## src/rtl/fu_divsqrt_pkg.sv

```systemverilog
// Shared definitions for the FU divide/square-root datapath.
//   state_e : control states of the SRT iteration engine
//   digit_e : radix-2 signed quotient digit {-1, 0, +1}
package fu_divsqrt_pkg;

    typedef enum logic [1:0] {
        S_IDLE = 2'd0,
        S_ITER = 2'd1,
        S_FIX  = 2'd2,
        S_DONE = 2'd3
    } state_e;

    typedef enum logic [1:0] {
        DIG_Z = 2'b00,
        DIG_P = 2'b01,
        DIG_N = 2'b10
    } digit_e;

endpackage

```

## src/rtl/fu_divsqrt_srt_iter_csa.sv

```systemverilog
// 3:2 carry-save adder row.
//   a, b, c : three W-bit addends
//   cin     : injected into the free LSB of the carry vector
//   sum     : bitwise sum
//   carry   : majority vector shifted left by one, cin in bit 0
// All arithmetic is modulo 2^W; the majority bit out of the MSB is dropped.
module fu_divsqrt_srt_iter_csa #(
    parameter int W = 12
) (
    input  logic [W-1:0] a,
    input  logic [W-1:0] b,
    input  logic [W-1:0] c,
    input  logic         cin,
    output logic [W-1:0] sum,
    output logic [W-1:0] carry
);

    logic [W-2:0] maj;

    assign sum   = a ^ b ^ c;
    assign maj   = (a[W-2:0] & b[W-2:0]) | (a[W-2:0] & c[W-2:0]) | (b[W-2:0] & c[W-2:0]);
    assign carry = {maj, cin};

endmodule

```

## src/rtl/fu_divsqrt_srt_iter_nq.sv

```systemverilog
// Negative-digit half of the radix-2 SRT quotient-digit table.
//   x  : 4-bit partial-remainder estimate, two's complement,
//        2 integer bits, resolution 1/4 (x[3] is the sign)
//   nq : 1 when digit -1 is selected
// An estimate of exactly -1/4 keeps the true remainder close enough to
// zero that digit 0 is chosen instead of -1.
module fu_divsqrt_srt_iter_nq (
    input  logic [3:0] x,
    output logic       nq
);

    assign nq = x[3] & (x != 4'b1111);

endmodule

```

## src/rtl/fu_divsqrt_srt_iter.sv

```systemverilog
// Radix-2 SRT mantissa divide iteration engine.
// Ports:
//   clk, rst      : clock, synchronous active-high reset
//   start, flush  : launch (IDLE only) / abort to IDLE
//   dvd, dvr      : normalized 1.f mantissas, sampled with start
//   busy          : high in ITER, FIX and DONE
//   done          : one-cycle pulse when quo / flags are valid
//   quo           : quotient, bit WIDTH has weight 1, WIDTH fraction bits
//   rem_zero      : division was exact
//   rem_neg       : raw partial remainder was negative before correction
// The partial remainder is kept in carry-save form (WIDTH+4 bits, 2 integer
// bits) and only assimilated once, in FIX.
module fu_divsqrt_srt_iter
    import fu_divsqrt_pkg::*;
#(
    parameter int WIDTH = 53
) (
    input  logic             clk,
    input  logic             rst,
    input  logic             start,
    input  logic             flush,
    input  logic [WIDTH-1:0] dvd,
    input  logic [WIDTH-1:0] dvr,
    output logic             busy,
    output logic             done,
    output logic [WIDTH:0]   quo,
    output logic             rem_zero,
    output logic             rem_neg
);

    localparam int PW = WIDTH + 4;
    localparam int CW = $clog2(WIDTH + 1);

    state_e          state;
    logic [CW-1:0]   cnt;
    logic [PW-1:0]   pr_sum;
    logic [PW-1:0]   pr_carry;
    logic [PW-1:0]   d_pos;
    logic [WIDTH:0]  q_reg;
    logic [WIDTH:0]  qm_reg;

    logic [3:0]      x;
    logic            nq;
    logic            pq;
    digit_e          dig;
    logic [PW-1:0]   addend;
    logic [PW-1:0]   csa_sum;
    logic [PW-1:0]   csa_carry;
    logic [PW-1:0]   pr_full;
    logic [PW-1:0]   pr_plus_d;

    // Estimate of PR from the top bits only; selecting on PR at resolution
    // 1/4 is the same as selecting on 2*PR at resolution 1/2.
    assign x  = pr_sum[PW-1 -: 4] + pr_carry[PW-1 -: 4];
    assign pq = ~x[3];

    fu_divsqrt_srt_iter_nq u_nq (
        .x  (x),
        .nq (nq)
    );

    always_comb begin
        dig = DIG_Z;
        if (pq)
            dig = DIG_P;
        else if (nq)
            dig = DIG_N;
    end

    // Subtracting D is done as ~D plus a carry-in in the empty carry LSB.
    always_comb begin
        addend = '0;
        case (dig)
            DIG_P:   addend = ~d_pos;
            DIG_N:   addend = d_pos;
            default: addend = '0;
        endcase
    end

    fu_divsqrt_srt_iter_csa #(
        .W (PW)
    ) u_csa (
        .a     ({pr_sum[PW-2:0], 1'b0}),
        .b     ({pr_carry[PW-2:0], 1'b0}),
        .c     (addend),
        .cin   (dig == DIG_P),
        .sum   (csa_sum),
        .carry (csa_carry)
    );

    assign pr_full   = pr_sum + pr_carry;
    assign pr_plus_d = pr_full + d_pos;

    // Control and result registers
    always_ff @(posedge clk) begin
        if (rst) begin
            state    <= S_IDLE;
            cnt      <= '0;
            busy     <= 1'b0;
            done     <= 1'b0;
            quo      <= '0;
            rem_zero <= 1'b0;
            rem_neg  <= 1'b0;
        end else if (flush) begin
            state <= S_IDLE;
            busy  <= 1'b0;
            done  <= 1'b0;
        end else begin
            case (state)
                S_IDLE: begin
                    done <= 1'b0;
                    if (start) begin
                        state <= S_ITER;
                        busy  <= 1'b1;
                        cnt   <= CW'(WIDTH);
                    end
                end
                S_ITER: begin
                    if (cnt == '0)
                        state <= S_FIX;
                    else
                        cnt <= cnt - CW'(1);
                end
                S_FIX: begin
                    state    <= S_DONE;
                    done     <= 1'b1;
                    // A negative final remainder means the last digit
                    // overshot by one ulp: QM already holds Q - ulp.
                    quo      <= pr_full[PW-1] ? qm_reg : q_reg;
                    rem_neg  <= pr_full[PW-1];
                    rem_zero <= (pr_full == '0) || (pr_full[PW-1] && (pr_plus_d == '0));
                end
                S_DONE: begin
                    state <= S_IDLE;
                    busy  <= 1'b0;
                    done  <= 1'b0;
                end
                default: state <= S_IDLE;
            endcase
        end
    end

    // Datapath: partial remainder, divisor and on-the-fly quotient
    always_ff @(posedge clk) begin
        if (state == S_IDLE && start) begin
            pr_sum   <= {3'b000, dvd, 1'b0};
            pr_carry <= '0;
            d_pos    <= {2'b00, dvr, 2'b00};
            q_reg    <= '0;
            qm_reg   <= '1;
        end else if (state == S_ITER) begin
            pr_sum   <= csa_sum;
            pr_carry <= csa_carry;
            case (dig)
                DIG_P: begin
                    q_reg  <= {q_reg[WIDTH-1:0], 1'b1};
                    qm_reg <= {q_reg[WIDTH-1:0], 1'b0};
                end
                DIG_N: begin
                    q_reg  <= {qm_reg[WIDTH-1:0], 1'b1};
                    qm_reg <= {qm_reg[WIDTH-1:0], 1'b0};
                end
                default: begin
                    q_reg  <= {q_reg[WIDTH-1:0], 1'b0};
                    qm_reg <= {qm_reg[WIDTH-1:0], 1'b1};
                end
            endcase
        end
    end

endmodule

```

## config.mk

```make
export PLATFORM = sky130hd
export DESIGN_NAME = fu_divsqrt_srt_iter
export DESIGN_NICKNAME = d
export VERILOG_FILES = /design/src/rtl/fu_divsqrt_pkg.sv /design/src/rtl/fu_divsqrt_srt_iter_csa.sv /design/src/rtl/fu_divsqrt_srt_iter_nq.sv /design/src/rtl/fu_divsqrt_srt_iter.sv
export SDC_FILE = /design/constraint.sdc
export NUM_CORES = 1
export LEC_CHECK = 0
export CAP_MARGIN = 5
export CORE_UTILIZATION = 45
export CTS_BUF_LIST = sky130_fd_sc_hd__clkbuf_8
export DETAILED_ROUTE_END_ITERATION = 6
export PLACE_DENSITY_LB_ADDON = 0.08
export SYNTH_ARGS = -nofsm -noshare
export SYNTH_HDL_FRONTEND = slang
export SYNTH_SLANG_ARGS = --single-unit
```

## constraint.sdc

```tcl
create_clock -name clk -period 10.87 [get_ports clk]
set_input_delay 2.7175 -clock clk [delete_from_list [all_inputs] [get_ports clk]]
set_output_delay 2.7175 -clock clk [all_outputs]
set_load 0.02 [all_outputs]
```

==> metrics.md <==
| Metric | Value |
|---|---|
| Top Ports | `168` |
| Global-route wire length before repair | `116 mm` |
| Final slew viol count | `0` |
| Switching share of power | `0.437` |
| Total Power | `5.20 mW` |
| Share of layout cells above drive strength 1 | `0.0581` |
| Total leakage power | `9.73 nW` |
| Largest net degree at the start of global routing | `232` |
| Distinct cell type count after synthesis | `99` |
| Worst Setup End Kind | `flip-flop` |
| Worst Setup Path Type | `reg2reg` |
| Grt ovf | `0` |
| Clock Sinks | `339` |
| CTS clk-pin slew, worst paths | `70 ps` |
| Worst-case clock buffer depth | `3` |
| CP Launch Type | `flip-flop` |
| DPL Wire Length | `54.6 mm` |
| Nets | `3094` |
| Post-DR wirelength/cell | `21.2 um` |
| Min-Delay Path Class | `reg2reg` |
| Placed insts | `3423` |
| Final Hold Violating Endpoints | `0` |
| Flop pwr share | `0.303` |
| Synthesized flop and latch total | `339` |
| Worst skew pair latency | `700 ps` |
| CTS tree | `built` |
| Sequential fraction of the synthesis area | `0.340` |
| Synth Cell Area | `23100 um2` |
| Starting DRT DRC Count | `1702` |
| Antenna Nets Post-Route | `0` |
| Syn avg cell area | `8.40 um2` |
| Area contributors post-synth | `dfxtp_1 (20%), edfxtp_1 (14%), ha_1 (6.3%)` |
| Layout area overhead | `13.4%` |
| Final TNS setup | `0 ps` |
| Hold buffers post-CTS | `0` |
| Synthesis warning total | `0` |
| Period minus WS final | `6580 ps` |
| Power density over the cells | `199 nW/um2` |
| Cell with the most instances after synthesis | `nand2_1` |
| Clock power share | `0.225` |
| Non-Filler Instances | `3529` |
| Largest registers | `pr_carry x56, pr_sum x56` |
| Post-CTS Resized | `0` |
| Sw Pwr | `2.27 mW` |
| Max_cap viols | `0` |
| Drc violations | `0` |
| Initial DRT Pass Iterations | `6` |
| Antenna violations before repair | `6` |
| Register Area | `7850 um2` |
| GP Congestion | `0.996` |
| Slew @ Worst Pin | `1150 ps` |
| Vias in the first global route | `20000` |
| Largest fanout on the critical path | `10` |
| Final setup vio count | `0` |
| Average vias per placed instance | `5.93` |
| RSZ-0062 raised after global routing | `no` |
| WP data required | `11520 ps` |
| Die area | `52100 um2` |
| Row cnt | `82` |
| Syn nets | `3026` |
| Total GRT Usage | `0.282` |
| H-tree depth | `2` |
| Critical Path AT | `7240 ps` |
| Max VDD drop | `0.128 mV` |
| Die height | `228 um` |
| Setup Buffers After CTS | `0` |
| Rel. slew slack | `0.223` |
| Synth top area share | `0.202` |
| ANT cells | `0` |
| Top post-synthesis cells by count | `nand2_1 (329), nor2_1 (319), dfxtp_1 (233)` |
| # port buffers | `167` |
| FILL cells | `4775` |
| Root Driver | `clkbuf_8` |
| Post-Syn Instances | `2745` |
| DIE WIDTH | `228 um` |
| Post-layout util | `0.519` |
| Post-placement worst setup slack | `4360 ps` |
| Synth async-reset ratio | `0` |
| Initial Util | `0.458` |
| Final WS setup | `4290 ps` |
| Synth area leader | `dfxtp_1` |
| Internal Power | `2.93 mW` |
| Outcome | `completed` |
| DRT Wirelength | `74.8 mm` |
| Core area | `50400 um2` |
| Area of the multi-input gates | `13900 um2` |
| Clock Skews | `43.0 ps` |
| Main synth FF type | `dfxtp_1` |
| Final period utilization | `0.606` |
| Comb power frac | `0.473` |
| Vias | `20900` |
| Fmax | `152 MHz` |
| CTS Buf Count | `60` |
| EDFF count, synth | `106` |
-- layout make-up --
class	instances	share of cell area
Multi-Input combinational cell	2076	0.532
Sequential cell	339	0.300
Timing Repair Buffer	184	0.0691
Clock buffer	69	0.0363
Tap cell	672	0.0322
Inverter	152	0.0221
Clock inverter	37	0.00756
-- cell families after synthesis --
family | after synthesis | synth area share
xor gates and xnor gates | 76 | 0.0292
buffers and inverters | 330 | 0.0582
AOI/OAI and AO/OA | 759 | 0.223
muxes | 122 | 0.0532
and+or+nand+nor | 948 | 0.185
DFF | 339 | 0.340
adders and majority gates | 171 | 0.111
-- metrics by stage --
stage / area (um2) / hold WS [ps]
after floorplan: 23100 / 444
after CTS: 26100 / 491
after global routing: 26100 / 505
after global placement: 25000 / 460
final: 26100 / 494
after detailed placement: 25000 / 482
-- critical path: stages (launching register included) --
cell	delay, ps
edfxtp_1	410
ha_1	450
a21oi_2	210
o21ai_1	150
or2_1	290
or4_4	600
nand4b_1	250
o211ai_1	230
nand4b_1	160
o211ai_1	140
ha_1	590
o2111ai_1	360
a311oi_1	400
o2111ai_1	240
or4_1	600
nor4_2	240
nand4_1	200
a2111oi_2	380
nand4_1	200
nor4b_2	310
nor2_1	60
nand2_1	70
-- power groups by stage --
| stage | logic, mW | clock network, mW | registers, mW |
|---|---|---|---|
| after floorplan | 1.74 | 0 | 1.56 |
| after global placement | 2.42 | 0 | 1.59 |
| after detailed placement | 2.40 | 0 | 1.60 |
| after CTS | 2.42 | 1.20 | 1.57 |
| after global routing | 2.68 | 1.26 | 1.59 |
| final | 2.46 | 1.17 | 1.57 |
-- cell usage in the layout, fill, tap and decap left out, drive strengths merged, types with 55 or more instances in the layout --
cell type | synthesis | routed
nand2 | 330 | 330
nor2 | 319 | 319
dfxtp | 233 | 233
a21oi | 183 | 183
inv | 152 | 182
a211oi | 175 | 175
clkdlybuf4s50 | 0 | 166
o21ai | 142 | 142
mux2i | 118 | 118
ha | 116 | 116
edfxtp | 106 | 106
nand3 | 92 | 92
clkbuf | 136 | 69
o31ai | 56 | 56
fa | 55 | 55
nor3 | 55 | 55
-- metal layers --
metal  up-vias  track usage  routed length, um
met3       126       0.0455               4480
li1      10000            -                  -
met2       650        0.445              33200
met5         -            0                 78
met1     10100        0.398              35100
met4        10       0.0789               1870
-- worst paths after layout --
kind,start,end,slack [ps],cells after the start
setup reg to reg,pr_sum[16],rem_zero,4290,21
setup / recovery,pr_sum[16],rem_zero,4290,21
hold reg to reg,q_reg[53],q_reg[53],490,2
hold / removal,q_reg[53],q_reg[53],490,2
Power figures use the tool's default switching activity.
